==> src/rtl/burst_serializer_mono8.sv <==
// Mono8 burst-to-pixel serializer: unpacks wide bursts into one 8-bit pixel per beat,
// tagging each pixel with raster coordinates, end-of-frame and per-frame start/done control.
module burst_serializer_mono8 #(
  parameter int IN_ROWS          = 20,
  parameter int IN_COLS          = 20,
  parameter int PIXELS_PER_BURST = 4
) (
  input  logic                            clk,
  input  logic                            reset,
  input  logic                            ap_start,
  output logic                            ap_idle,
  output logic                            ap_done,
  output logic                            frame_err,
  input  logic                            s_axis_tvalid,
  output logic                            s_axis_tready,
  input  logic [8*PIXELS_PER_BURST-1:0]   s_axis_tdata,
  input  logic                            s_axis_tuser,
  output logic                            m_axis_tvalid,
  input  logic                            m_axis_tready,
  output logic [7:0]                      m_axis_tdata,
  output logic                            m_axis_tlast,
  output logic [$clog2(IN_COLS)-1:0]      cnt_col,
  output logic [$clog2(IN_ROWS)-1:0]      cnt_row
);
  localparam int CW = $clog2(IN_COLS);
  localparam int RW = $clog2(IN_ROWS);
  localparam int DW = 8 * PIXELS_PER_BURST;
  localparam int HW = $clog2(PIXELS_PER_BURST + 1);
  localparam logic [CW-1:0] COL_LAST  = CW'(IN_COLS - 1);
  localparam logic [RW-1:0] ROW_LAST  = RW'(IN_ROWS - 1);
  localparam logic [HW-1:0] HELD_FULL = HW'(PIXELS_PER_BURST);

  typedef enum logic [1:0] {
    IDLE = 2'd0,
    SYNC = 2'd1,
    RUN  = 2'd2,
    DONE = 2'd3
  } state_t;

  state_t        state_r, state_s;
  logic [DW-1:0] shreg_r, shreg_s;
  logic [HW-1:0] held_r, held_s;
  logic [CW-1:0] col_r, col_s;
  logic [RW-1:0] row_r, row_s;
  logic          tvalid_r, tvalid_s;
  logic          tlast_r, tlast_s;
  logic          idle_r, idle_s;
  logic          done_r, done_s;
  logic          err_r, err_s;
  logic          m_hs_s, s_hs_s, s_ready_s;

  // Next-state, datapath and handshake decode.
  always_comb begin
    state_s   = state_r;
    shreg_s   = shreg_r;
    held_s    = held_r;
    col_s     = col_r;
    row_s     = row_r;
    done_s    = 1'b0;
    err_s     = 1'b0;
    s_ready_s = 1'b0;
    s_hs_s    = 1'b0;
    m_hs_s    = tvalid_r && m_axis_tready;
    case (state_r)
      IDLE: begin
        if (ap_start) begin
          state_s = SYNC;
        end else begin
          state_s = IDLE;
        end
      end
      SYNC: begin
        s_ready_s = 1'b1;
        s_hs_s    = s_axis_tvalid;
        if (s_hs_s && s_axis_tuser) begin
          shreg_s = s_axis_tdata;
          held_s  = HELD_FULL;
          col_s   = {CW{1'b0}};
          row_s   = {RW{1'b0}};
          state_s = RUN;
        end else begin
          state_s = SYNC;
        end
      end
      RUN: begin
        // Reload while the last held pixel leaves, but never past the frame's final pixel.
        s_ready_s = (held_r == {HW{1'b0}}) ||
                    ((held_r == HW'(1)) && m_axis_tready && !tlast_r);
        s_hs_s    = s_ready_s && s_axis_tvalid;
        if (m_hs_s && tlast_r) begin
          state_s = DONE;
          shreg_s = {DW{1'b0}};
          held_s  = {HW{1'b0}};
          col_s   = {CW{1'b0}};
          row_s   = {RW{1'b0}};
          done_s  = 1'b1;
        end else begin
          if (m_hs_s) begin
            shreg_s = {8'h00, shreg_r[DW-1:8]};
            held_s  = held_r - HW'(1);
            if (col_r == COL_LAST) begin
              col_s = {CW{1'b0}};
              row_s = row_r + RW'(1);
            end else begin
              col_s = col_r + CW'(1);
            end
          end else begin
            held_s = held_r;
          end
          if (s_hs_s) begin
            shreg_s = s_axis_tdata;
            held_s  = HELD_FULL;
            if (s_axis_tuser) begin
              col_s = {CW{1'b0}};
              row_s = {RW{1'b0}};
              err_s = 1'b1;
            end else begin
              err_s = 1'b0;
            end
          end else begin
            s_hs_s = 1'b0;
          end
        end
      end
      DONE: begin
        state_s = IDLE;
      end
      default: begin
        state_s = IDLE;
        shreg_s = {DW{1'b0}};
        held_s  = {HW{1'b0}};
        col_s   = {CW{1'b0}};
        row_s   = {RW{1'b0}};
      end
    endcase
    tvalid_s = (state_s == RUN) && (held_s != {HW{1'b0}});
    tlast_s  = tvalid_s && (col_s == COL_LAST) && (row_s == ROW_LAST);
    idle_s   = (state_s == IDLE);
  end

  // State, shift register, coordinates and registered status outputs.
  always_ff @(posedge clk or negedge reset) begin
    if (!reset) begin
      state_r  <= IDLE;
      shreg_r  <= {DW{1'b0}};
      held_r   <= {HW{1'b0}};
      col_r    <= {CW{1'b0}};
      row_r    <= {RW{1'b0}};
      tvalid_r <= 1'b0;
      tlast_r  <= 1'b0;
      idle_r   <= 1'b1;
      done_r   <= 1'b0;
      err_r    <= 1'b0;
    end else begin
      state_r  <= state_s;
      shreg_r  <= shreg_s;
      held_r   <= held_s;
      col_r    <= col_s;
      row_r    <= row_s;
      tvalid_r <= tvalid_s;
      tlast_r  <= tlast_s;
      idle_r   <= idle_s;
      done_r   <= done_s;
      err_r    <= err_s;
    end
  end

  assign ap_idle       = idle_r;
  assign ap_done       = done_r;
  assign frame_err     = err_r;
  assign s_axis_tready = s_ready_s;
  assign m_axis_tvalid = tvalid_r;
  assign m_axis_tdata  = shreg_r[7:0];
  assign m_axis_tlast  = tlast_r;
  assign cnt_col       = col_r;
  assign cnt_row       = row_r;

endmodule

==> config.mk <==
export PLATFORM = sky130hd
export DESIGN_NAME = burst_serializer_mono8
export DESIGN_NICKNAME = d
export VERILOG_FILES = /design/src/rtl/burst_serializer_mono8.sv
export SDC_FILE = /design/constraint.sdc
export NUM_CORES = 1
export LEC_CHECK = 0
export ABC_AREA = 1
export CAP_MARGIN = 20
export CORE_UTILIZATION = 57
export CTS_BUF_LIST = sky130_fd_sc_hd__clkbuf_8
export DETAILED_ROUTE_END_ITERATION = 8
export GPL_TIMING_DRIVEN = 0
export PLACE_DENSITY = 0.95
export SLEW_MARGIN = 30
export SYNTH_ARGS = -nofsm -noshare
export SYNTH_HDL_FRONTEND = slang
export SYNTH_SLANG_ARGS = --single-unit
==> constraint.sdc <==
create_clock -name clk -period 2.56 [get_ports clk]
set_input_delay 0.256 -clock clk [delete_from_list [all_inputs] [get_ports clk]]
set_output_delay 0.256 -clock clk [all_outputs]
set_load 0.03 [all_outputs]
==> summary.md, run 1 <==
| Metric | Value |
|---|---|
| Mapped Cells | `371` |
| #FFs+latches synth | `52` |
| Routed vias | `2905` |
| Worst r2r dst | `m_axis_tlast` |
| GR Util All Layers | `28.83%` |
| Critical path, cell by cell | `inv_1, ha_1, o21ai_0, nor2_1, clkdlybuf4s50_1` |
| Min-Delay Path Class | `in2reg` |
| Vias per Instance | `5.730` |
| Int Pwr | `0.002039 W` |
| Placed cells | `498` |
| Highest clock rate | `0.4239 GHz` |
| Routed wl met3 | `498 µm` |
| Post-synthesis cell type count | `27` |
| Post-DP HPWL | `5041 µm` |
| Clk Tree Root Cell | `clkbuf_8` |
| Gr ovfl total | `0` |
| Commonest non-fill, non-tap cell in the layout | `nand2_1` |
| Syn. warnings | `0` |
| Top Ports | `62` |
| Vias in the first global route | `2705` |
| Final Routed Wirelength | `7274 µm` |
| Register area share after synthesis | `45.03%` |
| DRC viols | `0` |
| Fin. Hold Viols | `0` |
| Bufs and invs on worst path | `2` |
| Worst VDD drop | `0.4528 mV` |
| Clk slew on worst S/H paths | `0.09 ns` |
| Fraction of layout cells with a size suffix above 1 | `10.00%` |
| Hold depth | `6` |
| Reg-to-reg startpoint | `state_r[0]` |
| GP Congestion | `0.8530` |
| Drt wl/cell | `14.35 µm` |
| Syn_nets | `417` |
| Die ar. | `0.005364 mm²` |
| Pre-antenna DRT Iters | `5` |
| Worst-case reg-to-reg path depth | `12` |
| Area grow syn2layout | `26.99%` |
| DP Worst Slack | `0.5335 ns` |
| Max-slew headroom | `55.85%` |
| Die Y | `73.24 µm` |
| CTS max path bufs | `2` |
| Clk_lat worst skew | `0.31 ns` |
| WL met2 | `3614 µm` |
| Largest net degree at the start of global routing | `53` |
| Net Sw Frac | `43.01%` |
| Delay-heaviest family, CP | `buffers and inverters` |
| Final instance count without filler cells | `507` |
| Max incr delay on CP | `0.67 ns` |
| Worst-case hold path end point | `held_r[1]` |
| Critical path class | `reg2out` |
| WP data required | `2.30 ns` |
| Worst clock skew | `0.01678 ns` |
| Core Region | `0.004817 mm²` |
| PortBufs | `60` |
| Startpoint types | `flop` |
| Power, Total | `0.003578 W` |
| Post-Syn Area per Cell | `7.797 µm²` |
| CTS Buf Count | `5` |
| N_diodes | `0` |
| Worst reg2reg setup slack | `0.55 ns` |
| Final Setup Violations | `0` |
| Clk sinks | `52` |
| # fillers | `369` |
| Flop pwr share | `35.9%` |
| Slew Viols, Final | `0` |
| First-pass GRT wire length | `11880 µm` |
| CP max stage cell | `clkdlybuf4s50_1` |
| CP endpoint kind | `primary output` |
| Hold Path Origin | `m_axis_tready` |
| Number of routed nets with antenna violations | `0` |
| Initial antenna violation count | `0` |
| PwrDens | `974.1 mW/mm²` |
| Worst-margin pin slew | `0.6623 ns` |
| Max_cap viols | `0` |
| Post-layout min period | `2.359 ns` |
| Net Sw Power | `0.001539 W` |
| Clk network pwr share | `13.1%` |
| Worst-path fanout max | `8` |
| Status | `finished clean` |
| Initial Utilization | `60.05%` |
| Uppermost layer routed | `met4` |
| Layout net count | `485` |
| Combinational group share of total power | `51.0%` |
| Metal-1 WL | `3010 µm` |
| RSZ-0062 raised after global routing | `no` |
| Tcrit/Tclk final | `92.15%` |
| Post-layout worst setup margin | `0.2010 ns` |
| Die W | `73.24 µm` |
| Post-cts resize count | `0` |
| Post-Syn Area | `0.002893 mm²` |
| Row count | `25` |
| Most frequent cells in the layout | `nand2_1, nand3_1, clkdlybuf4s50_1, dfrtp_1, inv_1` |
| H-tree lvl count | `2` |
| Initial DRC count | `259` |
| Worst EP arrival | `2.10 ns` |
| P_leak | `1.748 nW` |
| CTS tree | `built` |
==> per-layer routing <==
metal | GRT usage [%] | vias up
li1 | - | 1366
met1 | 36.95 | 1368
met2 | 49.90 | 150
met3 | 4.282 | 21
met4 | 9.586 | 0
met5 | 0 | -
==> logic make-up after synthesis <==
group	share of synthesized area, %
DFF	45.03
and+or+nand+nor	38.02
adders and majority gates	3.460
buffers and inverters	10.03
AOI/OAI and AO/OA	3.460
==> cell usage after synthesis <==
| cell | number | area share (%) |
|---|---|---|
| buf_6 | 4 | 1.6 |
| inv_2 | 2 | 0.26 |
| a31oi_2 | 1 | 0.43 |
| nand2_1 | 114 | 15 |
| or2_2 | 2 | 0.43 |
| nor2_1 | 13 | 1.7 |
| nor2_2 | 2 | 0.43 |
| o21ai_0 | 5 | 0.86 |
| a21oi_2 | 1 | 0.30 |
| buf_4 | 11 | 2.9 |
| nand3_4 | 1 | 0.61 |
| nand3_2 | 2 | 0.69 |
| dfrtp_1 | 51 | 44 |
| nand3_1 | 73 | 13 |
| buf_1 | 2 | 0.26 |
| nand2_2 | 1 | 0.22 |
| o21ai_1 | 3 | 0.52 |
| ha_1 | 8 | 3.5 |
| a21oi_1 | 6 | 1.0 |
| nor3_1 | 1 | 0.17 |
| buf_2 | 7 | 1.2 |
| nand4_1 | 27 | 5.8 |
| inv_1 | 27 | 3.5 |
| o21ai_2 | 1 | 0.30 |
| dfstp_2 | 1 | 0.91 |
| nand3b_1 | 2 | 0.52 |
| clkbuf_1 | 3 | 0.39 |
==> layout make-up <==
cell class                      instances  area [µm²]  share of cell area (%)
Inverter                               29       108.9                   2.963
Buffer                                 27       181.4                   4.939
Timing Repair Buffer                   61       608.1                   16.55
Multi-Input combinational cell        263        1300                   35.39
Clock inverter                          3       20.02                  0.5450
Clock buffer                            5       68.82                   1.873
Sequential cell                        52        1303                   35.46
Tap cell                               67       83.83                   2.282
==> worst min-delay path, stage by stage <==
cell and delay (ns):
buf_4 0.13, nand3_1 0.08, nand2_1 0.06, nor2_1 0.04, nand2_1 0.05, nand2_1 0.06
==> through the flow <==
step	setup TNS [ns]	hold slack, ns	cell area [µm²]	utilization, %
floorplan	0	-0.03959	2893	-
global placement	-12.85	0.4692	3577	74.26
detailed placement	0	0.3235	3575	74.21
CTS	0	0.4177	3674	76.26
global route	0	0.4555	3674	76.26
finish	0	0.4243	3674	76.26
==> state kept, by name (all words and copies together) (netlist names) <==
register       cells
shreg_r           32
cnt_col            5
cnt_row            5
held_r             3
state_r            2
ap_done            1
ap_idle            1
frame_err          1
m_axis_tlast       1
m_axis_tvalid      1
==> worst max-delay path by stage <==
stage | from | end | slack (ns) | cells past startpoint
detailed placement | s_axis_tvalid | m_axis_tlast | 0.53 | 11
global route | state_r[0] | s_axis_tready | 0.09 | 5
CTS | state_r[0] | s_axis_tready | 0.20 | 5
finish | state_r[0] | s_axis_tready | 0.20 | 5
global placement | reset | shreg_r[15] | -0.25 | 1
floorplan | cnt_col[1] | m_axis_tlast | 0.83 | 12
==> power groups by stage <==
stage | Clock (W) | Combinational (W) | Sequential (W)
after global placement | 0 | 0.00172 | 0.00127
after detailed placement | 0 | 0.00178 | 0.00129
after global routing | 0.000501 | 0.00200 | 0.00131
after floorplan | 0 | 0.00129 | 0.00126
final | 0.000467 | 0.00183 | 0.00129
after CTS | 0.000469 | 0.00181 | 0.00128
==> what timing repair did <==
item,in CTS,in global routing
hold endpoints to repair,34,0
hold buffers,1,0
setup buffers,0,0
Note: power is estimated with default switching activity, not from simulation.
==> run 2, diff against run 1 <==
Settings changed: REMOVE_ABC_BUFFERS from default to 1.
==> run 2 against run 1 <==
  * Routed wire length fell by 4.2%
  * Via count fell by 6.7%
  * Combinational power fell by 3%
  * Global-route usage fell by 2.4 points
  * Critical path type is now reg2reg
  * Largest cell class is now multi-input combinational cells
==> summary.md, run 2 (synthesis results as in run 1) <==
| Metric | Value |
|---|---|
| Placed cells | `473` |
| Worst VDD drop | `0.5988 mV` |
| Final Routed Wirelength | `6969 µm` |
| Worst EP arrival | `2.50 ns` |
| Fraction of layout cells with a size suffix above 1 | `7.583%` |
| GP Congestion | `0.8866` |
| Min-Delay Path Class | `in2reg` |
| Highest clock rate | `0.4294 GHz` |
| Gr ovfl total | `0` |
| Worst-path fanout max | `31` |
| First-pass GRT wire length | `10870 µm` |
| Initial Utilization | `60.05%` |
| Number of flip-flops under the largest register name | `32` |
| PwrDens | `979.2 mW/mm²` |
| Post-DP HPWL | `4334 µm` |
| Status | `finished clean` |
| WP data required | `2.74 ns` |
| CP endpoint kind | `flop` |
| Clk slew on worst S/H paths | `0.10 ns` |
| N_diodes | `0` |
| Worst-margin pin slew | `0.7908 ns` |
| Critical path class | `reg2reg` |
| Max_cap viols | `0` |
| Core Region | `0.004817 mm²` |
| Routed vias | `2709` |
| Clk sinks | `52` |
| Initial antenna violation count | `0` |
| DP Worst Slack | `-0.7577 ns` |
| DRC viols | `0` |
| Die W | `73.24 µm` |
| Initial DRC count | `260` |
| Busiest grt layer | `met2` |
| Final Setup Violations | `0` |
| H-tree lvl count | `2` |
| Vias per Instance | `5.540` |
| Slew Viols, Final | `0` |
| CTS max path bufs | `2` |
| RSZ-0062 raised after global routing | `no` |
| Clk Tree Root Cell | `clkbuf_8` |
| Commonest non-fill, non-tap cell in the layout | `nand2_1` |
| Startpoint types | `flop` |
| Die Y | `73.24 µm` |
| Vias in the first global route | `2443` |
| Max-slew headroom | `47.08%` |
| Layout net count | `467` |
| Core utilization of the finished layout | `75.09%` |
| Post-layout worst setup margin | `0.2313 ns` |
| CTS Buf Count | `5` |
| Row count | `25` |
| Most frequent cells in the layout | `nand2_1, nand3_1, clkdlybuf4s50_1, dfrtp_1` |
| Met3 GRT Util | `4.420%` |
| Top Ports | `62` |
| Final instance count without filler cells | `489` |
| PortBufs | `61` |
| P_leak | `1.682 nW` |
| Die ar. | `0.005364 mm²` |
| Pre-antenna DRT Iters | `5` |
| Tcrit/Tclk final | `90.97%` |
| Drt wl/cell | `14.25 µm` |
| Largest net degree at the start of global routing | `53` |
| Area grow syn2layout | `25.04%` |
| Post-layout min period | `2.329 ns` |
| CTS tree | `built` |
| Fin. Hold Viols | `0` |
| Met1 Usage GRT | `33.64%` |
| Setup TNS Final | `0 ns` |
| Worst clock skew | `0.008049 ns` |
| Number of routed nets with antenna violations | `0` |
| Largest Register | `shreg_r` |
| GR Util All Layers | `26.39%` |
| Global routing usage on met2 | `44.14%` |
| Clk_lat worst skew | `0.31 ns` |
[run 2: changes by cell type in the layout (fill, tap and decap cells not counted), sizes merged]
cell           before  now
a31oi               1    2
buf                25    6
clkbuf              8    6
clkdlybuf4s50      59   60
clkinv              1    0
clkinvlp            1    3
inv                30   29
nand3              76   77
[run 2: worst max-delay path: stages, from the launching register on]
cell,delay (ns)
dfrtp_1,0.38
inv_1,0.12
ha_1,0.18
nand3_2,0.08
nand2_2,0.16
nand3_4,0.25
a31oi_4,0.33
buf_8,0.25
clkinvlp_4,0.13
buf_12,0.16
nand2_1,0.06
nand3_1,0.10
[run 2: final timing paths]
kind / startpoint / endpoint / slack, ns / cells past startpoint
max in group asynchronous: reset / cnt_row[2] / 1.61 / 2
worst max register to register: held_r[1] / shreg_r[14] / 0.23 / 11
worst max-delay path: held_r[1] / shreg_r[14] / 0.23 / 11
min in group asynchronous: reset / shreg_r[20] / 0.51 / 2
worst min-delay path: s_axis_tdata[28] / shreg_r[28] / 0.49 / 3
worst min register to register: shreg_r[31] / shreg_r[31] / 0.50 / 2
[run 2: where the power goes]
part	switching [W]	internal [W]	leakage, nW	total, W
combinational	0.00112	0.000661	0.967	0.00178
clock	0.000269	0.000216	0.0486	0.000486
sequential	0.000164	0.00112	0.666	0.00128
total	0.00155	0.00199	1.68	0.00354
[run 2: through the flow]
step / total power, W / cell area, µm² / hold slack [ns]
after floorplan: 0.002307 / 2711 / -0.03959
after global placement: 0.002759 / 3406 / 0.4623
after detailed placement: 0.002862 / 3435 / 0.3218
after CTS: 0.003410 / 3570 / 0.4890
after global routing: 0.003767 / 3617 / 0.5073
final: 0.003542 / 3617 / 0.4906
[run 2: layout make-up]
cell class | count | area [µm²]
repair inverters | 1 | 7.507
multi-input cells | 265 | 1341
well taps | 67 | 83.83
clock buffers | 6 | 82.58
fillers | 353 | 1200
repair buffers | 67 | 675.6
clock inverters | 2 | 11.26
inverters | 29 | 112.6
flip-flops and latches | 52 | 1303
[run 2: what timing repair did]
item,in CTS,in global routing
gates resized for setup,2,1
setup buffers,1,3
hold buffers,1,0
setup endpoints to repair,32,33
cloned,2,1
endpoints found under the hold margin,38,0
pin swaps,1,0
[run 2: layer usage]
layer / wire, µm / vias up
li1: - / 1323
met1: 2959 / 1270
met2: 3508 / 102
met3: 384 / 14
met4: 117 / 0
met5: 0 / -
==> run 3, diff against run 2 <==
Settings changed: CORE_ASPECT_RATIO from default to 0.8.
==> run 3 against run 2 <==
  * Cell count decreased by 1.2%
  * Combinational power increased by 6%
  * Hold slack got worse by 0.14 ns
  * Non-clock buffer count increased by 3
  * Clock skew decreased by 0.0027 ns
  * Worst setup slack got worse by 0.14 ns
  * Sequential share of layout area decreased by 0.31 points
  * First-iteration DRC count increased by 53%
  * Die area about the same
  * Register-to-register slack about the same
  * Global-route usage increased by 2.3 points
  * Critical path type is now reg2out
  * Largest power group unchanged
==> summary.md, run 3 (synthesis results as in run 1) <==
| Metric | Value |
|---|---|
| Final Setup Violations | `0` |
| CP endpoint kind | `primary output` |
| Critical path, cell by cell | `inv_1, ha_1, o21ai_0, nor2_1, clkdlybuf4s50_1` |
| Post-layout min period | `2.470 ns` |
| DRC viols | `0` |
| Fin. Hold Viols | `0` |
| Critical path class | `reg2out` |
| Initial DRC count | `399` |
| PwrDens | `994.6 mW/mm²` |
| CTS max path bufs | `2` |
| Max incr delay on CP | `0.68 ns` |
| Largest Register | `shreg_r` |
| Final Routed Wirelength | `7340 µm` |
| Post-DP HPWL | `4484 µm` |
| Highest clock rate | `0.4049 GHz` |
| Status | `finished clean` |
| DP Worst Slack | `-0.4028 ns` |
| Row count | `22` |
| RSZ-0062 raised after global routing | `no` |
| WP data required | `2.30 ns` |
| Fraction of layout cells with a size suffix above 1 | `7.801%` |
| Number of routed nets with antenna violations | `0` |
| Pre-antenna DRT Iters | `6` |
| Worst-case reg-to-reg path depth | `10` |
| Layout net count | `469` |
| Bufs and invs on worst path | `2` |
| Hold slack | `0.3513 ns` |
| Clk_lat worst skew | `0.31 ns` |
| Routed vias | `2864` |
| Delay-heaviest family, CP | `buffers and inverters` |
| CP max stage cell | `clkdlybuf4s50_1` |
| Gr ovfl total | `0` |
| Worst EP arrival | `2.21 ns` |
| Area grow syn2layout | `26.12%` |
| Slew Viols, Final | `0` |
| Worst-margin pin slew | `0.7887 ns` |
| Setup TNS Final | `0 ns` |
| Worst-path fanout max | `8` |
| N_diodes | `0` |
| CTS tree | `built` |
| Die Y | `65.72 µm` |
| Post-layout worst setup margin | `0.09044 ns` |
| Startpoint types | `flop` |
| GP Congestion | `0.8398` |
| Power, Total | `0.003629 W` |
| Tcrit/Tclk final | `96.47%` |
| Most frequent cells in the layout | `nand2_1, nand3_1, clkdlybuf4s50_1, dfrtp_1, nand4_1` |
| Die W | `81.65 µm` |
| Min-Delay Path Class | `in2async` |
| Clk sinks | `52` |
| First-pass GRT wire length | `11590 µm` |
| Clk slew on worst S/H paths | `0.09 ns` |
| Final instance count without filler cells | `483` |
| Clk Tree Root Cell | `clkbuf_8` |
| Initial antenna violation count | `0` |
| Core Region | `0.004735 mm²` |
| Initial Utilization | `61.10%` |
| PortBufs | `61` |
| Top Ports | `62` |
| Number of flip-flops under the largest register name | `32` |
| Die ar. | `0.005366 mm²` |
| Largest net degree at the start of global routing | `43` |
| Worst VDD drop | `0.6454 mV` |
| Placed cells | `468` |
| Drt wl/cell | `15.20 µm` |
| H-tree lvl count | `2` |
| Max_cap viols | `0` |
| Reg-to-reg startpoint | `state_r[0]` |
| Worst clock skew | `0.005306 ns` |
| Vias per Instance | `5.930` |
| Commonest non-fill, non-tap cell in the layout | `nand2_1` |
| Worst reg2reg setup slack | `0.22 ns` |
| P_leak | `1.703 nW` |
| Vias in the first global route | `2511` |
| GR Util All Layers | `28.73%` |
| CP startpoint | `state_r[0]` |
| Worst r2r dst | `shreg_r[1]` |
| CTS Buf Count | `5` |
| Max-slew headroom | `47.22%` |
==> run 3: metal layers <==
metal | routed length [µm] | vias up | GRT usage [%]
met5 | 0 | - | 0
met4 | 178 | 0 | 10.53
met3 | 654 | 21 | 4.583
met2 | 3539 | 168 | 44.58
met1 | 2968 | 1341 | 40.56
li1 | - | 1334 | -
==> run 3: through the flow <==
step,cell area [µm²],utilization (%)
final,3649,77.06
after floorplan,2711,-
after CTS,3598,76.00
after global routing,3649,77.06
after detailed placement,3486,73.63
after global placement,3397,71.75
==> run 3: cell type report <==
type | count | area [µm²]
clock inverters | 2 | 12.51
fillers | 308 | 1086
flip-flops and latches | 52 | 1303
well taps | 60 | 75.07
clock buffers | 5 | 68.82
repair buffers | 70 | 743.2
multi-input cells | 264 | 1326
inverters | 29 | 112.6
repair inverters | 1 | 7.507
==> run 3: worst max-delay path by stage <==
stage	endpoint	slack, ns	cells after the start
after detailed placement	shreg_r[8]	-0.40	10
final	s_axis_tready	0.09	5
after floorplan	shreg_r[0]	-0.85	9
after global placement	shreg_r[23]	-2.21	8
after global routing	s_axis_tready	0.008	5
after CTS	shreg_r[1]	0.08	11
==> run 3: report_power, final <==
group	internal [W]	switching, W	total (W)
Clock	0.000186	0.000277	0.000462
Combinational	0.000740	0.00115	0.00189
Sequential	0.00112	0.000165	0.00128
==> run 3: timing repair <==
| action | 4_1_cts | 5_1_grt |
|---|---|---|
| hold buffers | 1 | 0 |
| setup endpoints to repair | 32 | 32 |
| gates cloned | 2 | 0 |
| resized for setup | 2 | 0 |
| buffers inserted | 0 | 5 |
| endpoints found under the hold margin | 10 | 0 |
